## src/rtl/fifo_stream_reader_pkg.sv

```systemverilog
// Shared constants for the FIFO stream reader blocks: occupancy encodings and default widths.
package fifo_stream_reader_pkg;

    localparam int unsigned DEFAULT_DATA_WIDTH = 8;

    localparam logic [1:0] OCC_0 = 2'd0;
    localparam logic [1:0] OCC_1 = 2'd1;
    localparam logic [1:0] OCC_2 = 2'd2;

    function automatic logic [1:0] occ_next(input logic [1:0] occ,
                                            input logic       push,
                                            input logic       pop);
        logic [1:0] r;
        r = occ;
        if (push && !pop) begin
            r = occ + 2'd1;
        end else if (pop && !push) begin
            r = occ - 2'd1;
        end
        return r;
    endfunction

endpackage

```

## src/rtl/fifo_stream_skid.sv

```systemverilog
// Two-entry in-order holding buffer; slot0 is always the oldest word.
module fifo_stream_skid
    import fifo_stream_reader_pkg::*;
#(
    parameter int unsigned DATA_WIDTH = DEFAULT_DATA_WIDTH
) (
    input  logic                  clk_i,
    input  logic                  rst_i,
    input  logic                  en_i,
    input  logic                  push_i,
    input  logic [DATA_WIDTH-1:0] push_data_i,
    input  logic                  pop_i,
    output logic [1:0]            occ_o,
    output logic [DATA_WIDTH-1:0] head_o
);

    logic [1:0]            occ_q, occ_d;
    logic [DATA_WIDTH-1:0] slot0_q, slot0_d;
    logic [DATA_WIDTH-1:0] slot1_q, slot1_d;

    always_comb begin
        occ_d   = occ_q;
        slot0_d = slot0_q;
        slot1_d = slot1_q;
        if (en_i) begin
            occ_d = occ_next(occ_q, push_i, pop_i);
            unique case ({push_i, pop_i})
                2'b10: begin
                    if (occ_q == OCC_0) begin
                        slot0_d = push_data_i;
                    end else begin
                        slot1_d = push_data_i;
                    end
                end
                2'b01: slot0_d = slot1_q;
                // Simultaneous pop and capture: head leaves, new word lands behind any survivor.
                2'b11: begin
                    if (occ_q == OCC_2) begin
                        slot0_d = slot1_q;
                        slot1_d = push_data_i;
                    end else if (occ_q == OCC_1) begin
                        slot0_d = push_data_i;
                    end
                end
                default: ;
            endcase
        end
    end

    always_ff @(posedge clk_i or posedge rst_i) begin
        if (rst_i) begin
            occ_q   <= OCC_0;
            slot0_q <= '0;
            slot1_q <= '0;
        end else begin
            occ_q   <= occ_d;
            slot0_q <= slot0_d;
            slot1_q <= slot1_d;
        end
    end

    assign occ_o  = occ_q;
    assign head_o = slot0_q;

endmodule

```

## src/rtl/fifo_stream_reader.sv

```systemverilog
// Reader end of a FIFO with 1-cycle read latency, re-presented as a valid/ready stream.
// Optional words_sent counter enabled by defining STREAM_READER_STATS_EN.
module fifo_stream_reader
    import fifo_stream_reader_pkg::*;
#(
    parameter int unsigned DATA_WIDTH = DEFAULT_DATA_WIDTH
`ifdef STREAM_READER_STATS_EN
    ,
    parameter int unsigned CNT_WIDTH  = 16
`endif
) (
    input  logic                  clk,
    input  logic                  reset,
    input  logic                  clk_enable,
    input  logic                  fifo_empty,
    output logic                  fifo_read,
    input  logic [DATA_WIDTH-1:0] fifo_read_data,
    output logic                  out_valid,
    input  logic                  out_ready,
    output logic [DATA_WIDTH-1:0] out_data
`ifdef STREAM_READER_STATS_EN
    ,
    output logic [CNT_WIDTH-1:0]  words_sent
`endif
);

    logic       inflight_q, inflight_d;
    logic [1:0] occ;
    logic [1:0] pending;
    logic       take;
    logic       pop;

    assign out_valid = (occ != OCC_0);
    assign take      = out_valid & out_ready;
    assign pop       = clk_enable & take;
    assign pending   = occ + {1'b0, inflight_q};

    // A read may be issued into a full pipeline only when the head leaves on the same edge.
    assign fifo_read = !reset && !fifo_empty &&
                       ((pending < 2'd2) || ((pending == 2'd2) && take));

    assign inflight_d = clk_enable ? fifo_read : inflight_q;

    always_ff @(posedge clk or posedge reset) begin
        if (reset) begin
            inflight_q <= 1'b0;
        end else begin
            inflight_q <= inflight_d;
        end
    end

    fifo_stream_skid #(
        .DATA_WIDTH (DATA_WIDTH)
    ) u_skid (
        .clk_i       (clk),
        .rst_i       (reset),
        .en_i        (clk_enable),
        .push_i      (inflight_q),
        .push_data_i (fifo_read_data),
        .pop_i       (take),
        .occ_o       (occ),
        .head_o      (out_data)
    );

`ifdef STREAM_READER_STATS_EN
    logic [CNT_WIDTH-1:0] sent_q, sent_d;

    always_comb begin
        sent_d = sent_q;
        if (pop && (sent_q != '1)) begin
            sent_d = sent_q + {{(CNT_WIDTH-1){1'b0}}, 1'b1};
        end
    end

    always_ff @(posedge clk or posedge reset) begin
        if (reset) begin
            sent_q <= '0;
        end else begin
            sent_q <= sent_d;
        end
    end

    assign words_sent = sent_q;
`endif

endmodule

```

## config.mk

```make
export PLATFORM = sky130hd
export DESIGN_NAME = fifo_stream_reader
export DESIGN_NICKNAME = d
export VERILOG_FILES = /design/src/rtl/fifo_stream_reader_pkg.sv /design/src/rtl/fifo_stream_skid.sv /design/src/rtl/fifo_stream_reader.sv
export SDC_FILE = /design/constraint.sdc
export NUM_CORES = 1
export LEC_CHECK = 0
export CORE_UTILIZATION = 45
export DETAILED_ROUTE_END_ITERATION = 8
export PLACE_DENSITY = 0.73
export REMOVE_ABC_BUFFERS = 1
export SLEW_MARGIN = 20
export SYNTH_ARGS = -nofsm -noshare
export SYNTH_HDL_FRONTEND = slang
export SYNTH_HIERARCHICAL = 1
export SYNTH_SLANG_ARGS = --single-unit
```

## constraint.sdc

```tcl
create_clock -name clk -period 2.06 [get_ports clk]
set_clock_uncertainty 0.2 [all_clocks]
set_input_delay 0.309 -clock clk [delete_from_list [all_inputs] [get_ports clk]]
set_output_delay 0.309 -clock clk [all_outputs]
set_load 0.1 [all_outputs]
```

Yosys cells after proc, flatten, opt, wreduce, memory -nomap -nowiden
Index checks and enable logic that the tools add are counted.
- output and inout port bits: 10
- input port bits: 13
- word-level logic and storage cells: 46
- register bits after elaboration: 19
- equality and inequality tests: 10
- add/sub/neg operators: 3
- multiplexer cells: 9
- $lt $le $gt $ge: 1
- reductions and logical operators: 18
- bitwise operators: 1
- operators by type and width (cell ; count):
    8-bit two-way mux ; 5
    8-bit case mux with 3 select lines ; 1
    8-bit case mux with 2 select lines ; 1
    2-bit == test (second input constant) ; 4
    4-bit AND reduction ; 2
    2-bit nonzero test ; 3
    1-bit logical AND ; 5
    2-bit by 1-bit == test with 1-bit output (second input constant) ; 2
    1-bit logical NOT ; 4
    2-bit two-way mux ; 2
    2-bit by 1-bit inequality test with 1-bit output (second input constant) ; 2
    3-bit by 1-bit inequality test with 1-bit output (second input constant) ; 1
    3-bit nonzero test ; 1
    2-bit by 1-bit adder with 2-bit output ; 1
    2-bit by 1-bit adder with 2-bit output (second input constant) ; 1
    2-bit logical NOT ; 1
    2-bit < comparator (second input constant) ; 1
    2-bit inequality test (second input constant) ; 1
    2-bit AND reduction ; 1
    2-bit by 1-bit subtractor with 2-bit output (second input constant) ; 1
    1-bit AND ; 1
    1-bit logical OR ; 1

Logic depth before layout (Yosys ltp)
- depth after elaboration: 6
- depth in mapped cells: 9
- gate-level depth less buffers: 7

By module
The synthesis kept the hierarchy.
- modules (own cells, without submodules) (module ; times used ; area an instance (µm²) ; cells each ; seq. area each (µm²)):
    fifo_stream_skid ; 1 ; 975.9 ; 89 ; 450.4
    fifo_stream_reader ; 1 ; 112.6 ; 12 ; 25.0

Worst setup path before layout
OpenSTA, ideal clock, no wires.
- path kind: reg2reg
- start point: register inflight_q
- end point: register inflight_q
- library setup time: 0.076 ns
- data required time: 1.784 ns
- buffers on the path: 0
- period minus slack after synthesis: 2.798 ns
- cell stages (with the launch flop): 5
- arrival time: 2.523 ns
- setup slack: -0.738 ns
- path through: dfrtp_1 > ha_1 > nand3b_1 > a221oi_2 > mux2_1
- longest elaborated chain between the ends: 5
- elaborated cells between the ends (all ways): 6
- classes of those cells: add/sub: 1; order compare: 1; eq/ne: 1; reduce/logical: 3
- RTL lines (element ; line ; text):
    start: declaration ; fifo_stream_reader.sv:27 ; logic inflight_q, inflight_d;
    start signal: assignment ; fifo_stream_reader.sv:48 ; inflight_q <= inflight_d;
    2-bit by 1-bit adder with 2-bit output * ; fifo_stream_reader.sv:36 ; assign pending = occ + {1'b0, inflight_q};
    2-bit == test ; fifo_stream_reader.sv:40 ; ((pending < 2'd2) || ((pending == 2'd2) && take));
    1-bit logical AND ; fifo_stream_reader.sv:40 ;
    1-bit logical OR * ; fifo_stream_reader.sv:40 ;
    1-bit logical AND * ; fifo_stream_reader.sv:39 ; assign fifo_read = !reset && !fifo_empty &&
    via fifo_read ; fifo_stream_reader.sv:16 ; output logic fifo_read,
The timed path passes the listed nets; every way through them passes the cells marked *.
A chain may end at the register's enable or synchronous reset.

Worst setup path in the final report
- start point: register u_skid.occ_q[0] (netlist: u_skid/occ_o[0])
- end point: output fifo_read
- longest elaborated chain between the ends: 5
- elaborated cells between the ends (all ways): 8
- classes of those cells: add/sub: 1; order compare: 1; eq/ne: 1; bitwise: 1; reduce/logical: 4
- RTL lines (element ; line ; text):
    start: declaration ; fifo_stream_skid.sv:17 ; logic [1:0] occ_q, occ_d;
    start signal: assignment ; fifo_stream_skid.sv:52 ; occ_q <= OCC_0;
    start signal: assignment ; fifo_stream_skid.sv:56 ; occ_q <= occ_d;
    2-bit by 1-bit adder with 2-bit output / 2-bit nonzero test (equally long branches) ; fifo_stream_reader.sv:36, fifo_stream_reader.sv:33 ;
    2-bit == test / 1-bit AND (equally long branches) ; fifo_stream_reader.sv:40, fifo_stream_reader.sv:34 ;
    1-bit logical AND ; fifo_stream_reader.sv:40 ;
    1-bit logical OR * ; fifo_stream_reader.sv:40 ;
    1-bit logical AND * ; fifo_stream_reader.sv:39 ;
    end: declaration ; fifo_stream_reader.sv:16 ;
Mark *: on every way between the ends. The rest lies on a longest branch, timed or not.

==> run metrics <==
gpl congestion=0.755; core area=2250 um2; R2R Path Start=u_skid/occ_o[0]; die width=51.2 um; cells after synthesis=101; Seq/Total Area, Yosys=43.7%; fmax=439 MHz; Worst-path clk slew=0.11 ns; final hold viol count=0; FF-to-FF setup slack=0.02 ns; Worst Tran Pin Value=0.282 ns; WL/cell=14.8 um; Buffers on Ports=22; area leader, netlist=dfrtp_1; pin count of the biggest net entering global routing=19; Fin Hold WS=0.160 ns; number of DRC markers in iteration 0=8; RSZ-0062 raised after global routing=true; fin nets=162; crit path buf inv count=2; Critical Path Start Type=flop; Worst EP arrival=1.77 ns; DRT Pass-1 Iters=4; clock latency on the worst-skew pair=0.29 ns; Worst setup EP type=primary output; Critical Path RT=1.55 ns; CP top delay family=flip-flops; clock buffer depth=2; layout cells sized above 1=37.9%; crit-path cells=buf_6, ha_4, nand3b_1, a221oi_4, buf_12; failing checks=setup timing; cell count along the critical path=5; ranking of synthesized cells by area=dfrtp_1, ha_1, a31oi_1; routed wire length=2490 um; Die Y=51.2 um; Die Area=2620 um2; n_diodes=0; first-pass GRT wire length=4120 um; Hold Path Class=input pin to async pin; # IOs=23; synth warn=6; worst setup path class=flop to primary output; Slew headroom=81.4%; most frequent cells in the layout=buf_4, dfrtp_1, a31oi_1, clkdlybuf4s50_1, nand2_1; synthesized cell area=1090 um2; Final setup viols=1; routed vias=879; hpwl dp=1820 um; H-tree Lvls=1; number of global-route vias before repair=902; commonest non-fill, non-tap cell in the layout=buf_4; Worst Path Max Fanout=2; GRT Util Overall=21.4%; CTS tree=built; antenna violations before repair=0; vias per cell=5.23; post-route minimum period=2.28 ns; initial core utilization=48.3%; area grow syn2layout=41.1%; Max Slew Vio Count=0; Reg2Reg Depth=8; outcome=finished, violations left; clk sinks=19; GR Overflow Total=0; worst setup path startpoint=u_skid/occ_o[0]; Yosys reg bits=19; CTS root buf=clkbuf_4; Slowest Stage Delay on Critical Path=0.41 ns; count of cell types in the netlist=25; share of Yosys cell area claimed by the top area cell type=43.7%; DRC errors left=0; CTS Buf Count=3; Avg Inst Size Synth=10.8 um2; post-route worst setup slack=-0.216 ns; maxcap violations=0; row count=17; Slowest cell on crit path=dfrtp_1; antenna viol nets, final=0; post-route setup TNS=-0.216 ns; Place WS=-0.268 ns; Tcrit/Tclk final=111%
Yosys cell counts (all sizes together):
| master | n |
|---|---|
| dfrtp | 19 |
| and2 | 1 |
| ha | 8 |
| mux2 | 9 |
| nor2b | 3 |
| and2b | 1 |
| o2111ai | 1 |
| or2 | 2 |
| nand2b | 4 |
| o21ai | 9 |
| and3 | 1 |
| nand2 | 11 |
| a31oi | 16 |
| a221oi | 1 |
| xor2 | 1 |
| inv | 6 |
| nand3b | 1 |
| xnor2 | 1 |
| buf | 4 |
| nor2 | 1 |
| a31o | 1 |
worst min-delay path: cells and delay by family:
kind                   cells  cell delay (ns)
buffers and inverters      3             0.73
stage by stage:
stage | instances | area, um2 | util [%]
6_report | 168 | 1540 | 68.1
3_3_place_gp | 162 | 1420 | 62.9
4_1_cts | 168 | 1510 | 67.1
5_1_grt | 168 | 1540 | 68.1
3_5_place_dp | 162 | 1420 | 62.9
2_1_floorplan | 97 | 1050 | -
flip-flops by register name, summed over array words and instances (netlist names):
signal	flops
inflight_q	1
u_skid/slot1_q	8
u_skid/occ_o	2
u_skid/head_o	8
timing repair:
action | in CTS | in global routing
hold endpoints to repair | 1 | 0
hold buffers | 1 | 0
endpoints found under the setup margin | 17 | 17
pin swaps | 2 | 6
buffers inserted | 1 | 0
resized for setup | 11 | 9
cell families (layout without fill, tap and decap cells):
group / count (synthesis) / after routing / synth area share, %
xor gates and xnor gates: 2 / 2 / 1.61
muxes: 9 / 9 / 9.31
adders and majority gates: 8 / 8 / 9.20
buffers and inverters: 10 / 49 / 5.63
DFF: 19 / 19 / 43.7
and+or+nand+nor: 25 / 25 / 12.3
AOI/OAI and AO/OA: 28 / 28 / 18.3
path summary, 6_finish.rpt:
| kind | endpoint |
|---|---|
| min in group clk | u_skid/slot1_q[1] |
| max | fifo_read |
| min | u_skid/occ_o[0] |
| max reg2reg | u_skid/slot1_q[6] |
| min reg2reg | u_skid/slot1_q[1] |
| max in group asynchronous | inflight_q |
routing by layer:
| metal | GRT usage, % | share of wire [%] | up-vias |
|---|---|---|---|
| met2 | 37.9 | 51 | 12 |
| met5 | 0 | 0 | - |
| met3 | 2.68 | 2.3 | 2 |
| met1 | 27.2 | 46 | 430 |
| li1 | - | - | 435 |
| met4 | 5.56 | 0.36 | 0 |
cell type report:
class / instances / area, um2
clock buffer: 3 / 22.5
multi-input combinational: 72 / 618
sequential: 19 / 475
inverter: 6 / 22.5
fill: 165 / 718
clock inverter: 1 / 5.00
timing repair buffer: 39 / 358
tap: 28 / 35.0
Power is left out: the tool's default activity adds up to more than one toggle a clock period on the data nets, which glitch-free logic cannot reach.
